===== src/rtl/stopwatch_ctrl.sv =====
// stopwatch_ctrl: start/stop/lap/clear sequencer for a two-digit BCD up-counter.
// Turns debounced button levels into single-cycle events, gates the time-base
// tick into the counter carry-in, requests counter clears, and selects either a
// frozen lap snapshot or the live count for the display.
//
// Ports:
//   clk, rst_n            clock, synchronous active-low reset
//   tick                  one-cycle time-base strobe
//   btn_start, btn_lap    debounced button levels, active-high
//   cnt_ones, cnt_tens    live BCD digits from the counter pair
//   cnt_en                counter carry-in (combinational)
//   cnt_clr               one-cycle synchronous clear request (registered)
//   disp_ones, disp_tens  digits shown on the display
//   state_o               current state code
module stopwatch_ctrl #(
  parameter int unsigned CNT_BIT_WIDTH = 4,
  parameter int unsigned LIMIT         = 9,
  parameter bit          STOP_AT_LIMIT = 1'b1
) (
  input  logic                     clk,
  input  logic                     rst_n,
  input  logic                     tick,
  input  logic                     btn_start,
  input  logic                     btn_lap,
  input  logic [CNT_BIT_WIDTH-1:0] cnt_ones,
  input  logic [CNT_BIT_WIDTH-1:0] cnt_tens,
  output logic                     cnt_en,
  output logic                     cnt_clr,
  output logic [CNT_BIT_WIDTH-1:0] disp_ones,
  output logic [CNT_BIT_WIDTH-1:0] disp_tens,
  output logic [2:0]               state_o
);

  localparam logic [CNT_BIT_WIDTH-1:0] LIMIT_V = CNT_BIT_WIDTH'(LIMIT);

  typedef enum logic [2:0] {
    IDLE  = 3'd0,
    RUN   = 3'd1,
    LAP   = 3'd2,
    PAUSE = 3'd3,
    DONE  = 3'd4
  } state_e;

  state_e                   state_q, state_d;
  logic                     btn_start_q, btn_lap_q;
  logic                     cnt_clr_q, cnt_clr_d;
  logic [CNT_BIT_WIDTH-1:0] lap_ones_q, lap_tens_q;
  logic                     lap_load;

  logic ev_start, ev_lap, term, counting;

  // Rising-edge events; the _q copies reset high so a held button is ignored.
  assign ev_start = btn_start & ~btn_start_q;
  assign ev_lap   = btn_lap   & ~btn_lap_q;

  // Terminal count only stops the watch when STOP_AT_LIMIT is set.
  assign term = STOP_AT_LIMIT & tick & (cnt_tens == LIMIT_V) & (cnt_ones == LIMIT_V);

  assign counting = (state_q == RUN) | (state_q == LAP);

  // Next-state, clear request and snapshot load.
  always_comb begin
    state_d   = state_q;
    cnt_clr_d = 1'b0;
    lap_load  = 1'b0;
    case (state_q)
      IDLE: begin
        if (ev_start) begin
          state_d = RUN;
        end else if (ev_lap) begin
          cnt_clr_d = 1'b1;
        end
      end
      RUN: begin
        if (ev_start) begin
          state_d = PAUSE;
        end else if (ev_lap) begin
          state_d  = LAP;
          lap_load = 1'b1;
        end else if (term) begin
          state_d = DONE;
        end
      end
      LAP: begin
        if (ev_start) begin
          state_d = PAUSE;
        end else if (ev_lap) begin
          state_d = RUN;
        end else if (term) begin
          state_d = DONE;
        end
      end
      PAUSE: begin
        if (ev_start) begin
          state_d = RUN;
        end else if (ev_lap) begin
          state_d   = IDLE;
          cnt_clr_d = 1'b1;
        end
      end
      DONE: begin
        if (ev_lap) begin
          state_d   = IDLE;
          cnt_clr_d = 1'b1;
        end
      end
      default: state_d = IDLE;
    endcase
  end

  // State, button history, clear pulse and lap snapshot registers.
  always_ff @(posedge clk) begin
    if (!rst_n) begin
      state_q     <= IDLE;
      btn_start_q <= 1'b1;
      btn_lap_q   <= 1'b1;
      cnt_clr_q   <= 1'b0;
      lap_ones_q  <= '0;
      lap_tens_q  <= '0;
    end else begin
      state_q     <= state_d;
      btn_start_q <= btn_start;
      btn_lap_q   <= btn_lap;
      cnt_clr_q   <= cnt_clr_d;
      if (lap_load) begin
        lap_ones_q <= cnt_ones;
        lap_tens_q <= cnt_tens;
      end
    end
  end

  // Reset gating keeps the counter frozen and the display live while rst_n is low.
  assign cnt_en    = rst_n & tick & counting & ~term;
  assign cnt_clr   = cnt_clr_q;
  assign disp_ones = (rst_n && state_q == LAP) ? lap_ones_q : cnt_ones;
  assign disp_tens = (rst_n && state_q == LAP) ? lap_tens_q : cnt_tens;
  assign state_o   = state_q;

endmodule


===== config.mk =====
export PLATFORM = sky130hd
export DESIGN_NAME = stopwatch_ctrl
export DESIGN_NICKNAME = d
export VERILOG_FILES = /design/src/rtl/stopwatch_ctrl.sv
export SDC_FILE = /design/constraint.sdc
export NUM_CORES = 1
export LEC_CHECK = 0
export ABC_AREA = 1
export CORE_MARGIN = 4
export CORE_UTILIZATION = 42
export CTS_BUF_LIST = sky130_fd_sc_hd__clkbuf_4
export DETAILED_ROUTE_END_ITERATION = 16
export PLACE_DENSITY_LB_ADDON = 0.25
export SLEW_MARGIN = 10
export SYNTH_ARGS = -nofsm -noshare
export SYNTH_HDL_FRONTEND = slang
export SYNTH_SLANG_ARGS = --single-unit

===== constraint.sdc =====
create_clock -name clk -period 1.4 [get_ports clk]
set_clock_uncertainty 0.1 [all_clocks]
set_input_delay 0.35 -clock clk [delete_from_list [all_inputs] [get_ports clk]]
set_output_delay 0.35 -clock clk [all_outputs]
set_load 0.02 [all_outputs]

==> impl_metrics.tcl <==
set metrics [dict create \
    hold_violations 0 \
    drv_cap 0 \
    dr.first_iter.drc_count 14 \
    die_area_mm2 0.00271 \
    post-route-min-period_ps 1890 \
    grt_use_total_pct 20.3 \
    synthMuxAreaShare_pct 8.73 \
    synth_top_family_by_area "simple AND/OR/NAND/NOR gates" \
    drive_above_1_share_pct 54.3 \
    dpl_cell_area_mm2 0.00132 \
    ff2ff_setup_slack_ps -50 \
    ctsRootBufferMaster "clkbuf_4" \
    via_count 1026 \
    synth_warnings 0 \
    n_fill_cell 89 \
    rows 15 \
    cts_buffers 3 \
    grt_max_degree 14 \
    cp_max_fo 6 \
    cp-start-kind "flip-flop" \
    dr.pass1.iters 4 \
    ff_latch_area_um2 292 \
    syn_area_um2 817 \
    ioPinCount 26 \
    min_from "btn_lap" \
    netlist_instances 113 \
    cpMaxStageDelayCell "dfxtp_4" \
    synthXorXnorAreaFrac_pct 0 \
    grt_pass1_wl_mm 4.02 \
    synthToLayoutAreaGrowth_pct 89.3 \
    routed_wl_mm 3.02 \
    nets 187 \
    cp_slowest_stage_delay_ps 380 \
    avgSynthCellArea_um2 7.23 \
    cp-startpoint "state_o[0]" \
    die_x_um 52.1 \
    hp-class "input pin to flip-flop" \
    synth-compound-area-share_pct 16.5 \
    synth_seq_cells 14 \
    drcViolationCount 0 \
    yosys.area_share.simple_pct 30.3 \
    crit_family "flip-flops" \
    tightest_slew_ps 247 \
    leakage_uw 0.000750 \
    syn_nets 126 \
    rsz0062_at_grt "true" \
    wl_per_cell_um 15.3 \
    fin_area_mm2 0.00155 \
    status "complete, but fails checks" \
    dp_hpwl_mm 1.83 \
    n_antenna_cell 0 \
    drtAntennaViolNets 0 \
    cp.required_ps 950 \
    vias_per_cell 5.18 \
    finish.utilization_pct 86.7 \
    start_util_pct 45.8 \
    fmax_ghz 0.530 \
    setup_viol 16 \
    synthAdderAreaFrac_pct 0 \
    p_per_area_mw_per_mm2 617 \
    gp_congestion 0.852 \
    grt_pass1_vias 937 \
    worst-endpoint-arrival_ps 1440 \
    coreArea_mm2 0.00178 \
    violations "negative setup slack" \
    ys_seq_area_share_pct 34.3 \
    fin_ws_ps -487 \
    ir_worst_vdd_uv 750 \
    die_h_um 52.1 \
    cp_cell_sequence "inv_6, nand4_4, mux2_4, buf_6" \
    cts_tree "done" \
    cts_max_path_buffers 2 \
    ctsHoldBuffers 0 \
    reg2reg_from "state_o[0]" \
    cts.sinks 14 \
    synth_cell_types 21 \
    io_buffers 25 \
    crit_type "flip-flop to output pin" \
    slew_viol_final 0 \
    end_kind "output pin" \
    worstSkewPairLatency_ps 300 \
    htree_levels 1 \
    path_buf_inv 2 \
    antenna_found_initial 0 \
    finalCritPeriodShare_pct 135 \
    clk_pin_slew_ps 100 \
    grt_overflow 0 \
    timing.slew.headroom_pct 83.5 \
    multiInputGateArea_um2 587 \
]
## layout make-up
class / instances / share of cell area, %
Clock inverter: 1 / 0.243
Multi-Input combinational cell: 83 / 37.9
Sequential cell: 14 / 18.9
Tap cell: 25 / 2.02
Inverter: 14 / 4.21
Clock buffer: 3 / 1.46
Timing Repair Buffer: 58 / 35.3
## where the power goes
group          leakage, uW  internal (uW)  total, uW  switching, uW
clock network    0.0000154            104        266            162
registers         0.000116            404        414           10.1
logic             0.000619            140        274            135
## state kept, by name, summed over array words and instances (netlist names)
signal       cells
btn_lap_q        1
btn_start_q      1
cnt_clr          1
lap_ones_q       4
lap_tens_q       4
state_o          3
## placed cells by master (no fill, tap or decap), drive strengths merged, types with 3 or more instances in the layout
master        count
dlygate4sd2       3
nand2            21
a21oi            11
buf              45
mux2              5
clkbuf            3
nand3             4
nor2             27
inv              14
o21ai            11
dlymetal6s2s      7
dfxtp            14
## through the flow
step / power (uW) / setup TNS, ps / instances / hold slack (ps) / setup slack (ps)
2_1_floorplan: 528 / -274 / 113 / 347 / -60.2
3_3_place_gp: 647 / -13290 / 186 / 383 / -1070
3_5_place_dp: 653 / -13860 / 186 / 393 / -1110
4_1_cts: 915 / -3880 / 194 / 417 / -484
5_1_grt: 992 / -5340 / 198 / 186 / -530
6_report: 954 / -4350 / 198 / 175 / -487
## tightest hold or removal path, stage by stage
cell and delay [ps]:
dlymetal6s2s_1 100, inv_2 50, nand2_1 50
## synth_stat cells, drive strengths merged
cell / instances / area share [%]
a21oi: 11 / 7.7
a31oi: 1 / 0.77
buf: 3 / 3.7
dfxtp: 14 / 34
inv: 14 / 6.4
mux2: 5 / 8.7
nand2: 21 / 10
nand3: 4 / 3.1
nand4: 1 / 1.5
nor2: 27 / 15
nor3: 1 / 0.61
o21ai: 11 / 8.1
## path summary, 6_finish.rpt
path	cells past startpoint	end
setup / recovery	4	disp_ones[3]
hold / removal	3	btn_lap_q
setup reg to reg	7	lap_ones_q[3]
hold reg to reg	3	cnt_clr
## layer usage
layer / vias to the layer above / share of wire (%) / global-route usage (%) / wire, um
met5: - / 0 / 0 / 0
met4: 0 / 4.2 / 9.61 / 127
met3: 12 / 5.0 / 3.44 / 151
met2: 37 / 53 / 36.6 / 1600
met1: 484 / 38 / 22.7 / 1150
li1: 493 / - / - / -
## repair_timing
item,in CTS,in global routing
pin swaps,7,12
setup buffers,3,4
resized for setup,84,33
gates cloned,1,0
setup endpoints to repair,18,24
## logic make-up (layout without fill, tap and decap cells)
logic type | count (synthesis) | after routing
compound gates | 23 | 23
buf+inv | 17 | 76
flops | 14 | 14
mux | 5 | 5
simple gates | 54 | 55
Note: power is estimated with default switching activity, not from simulation.
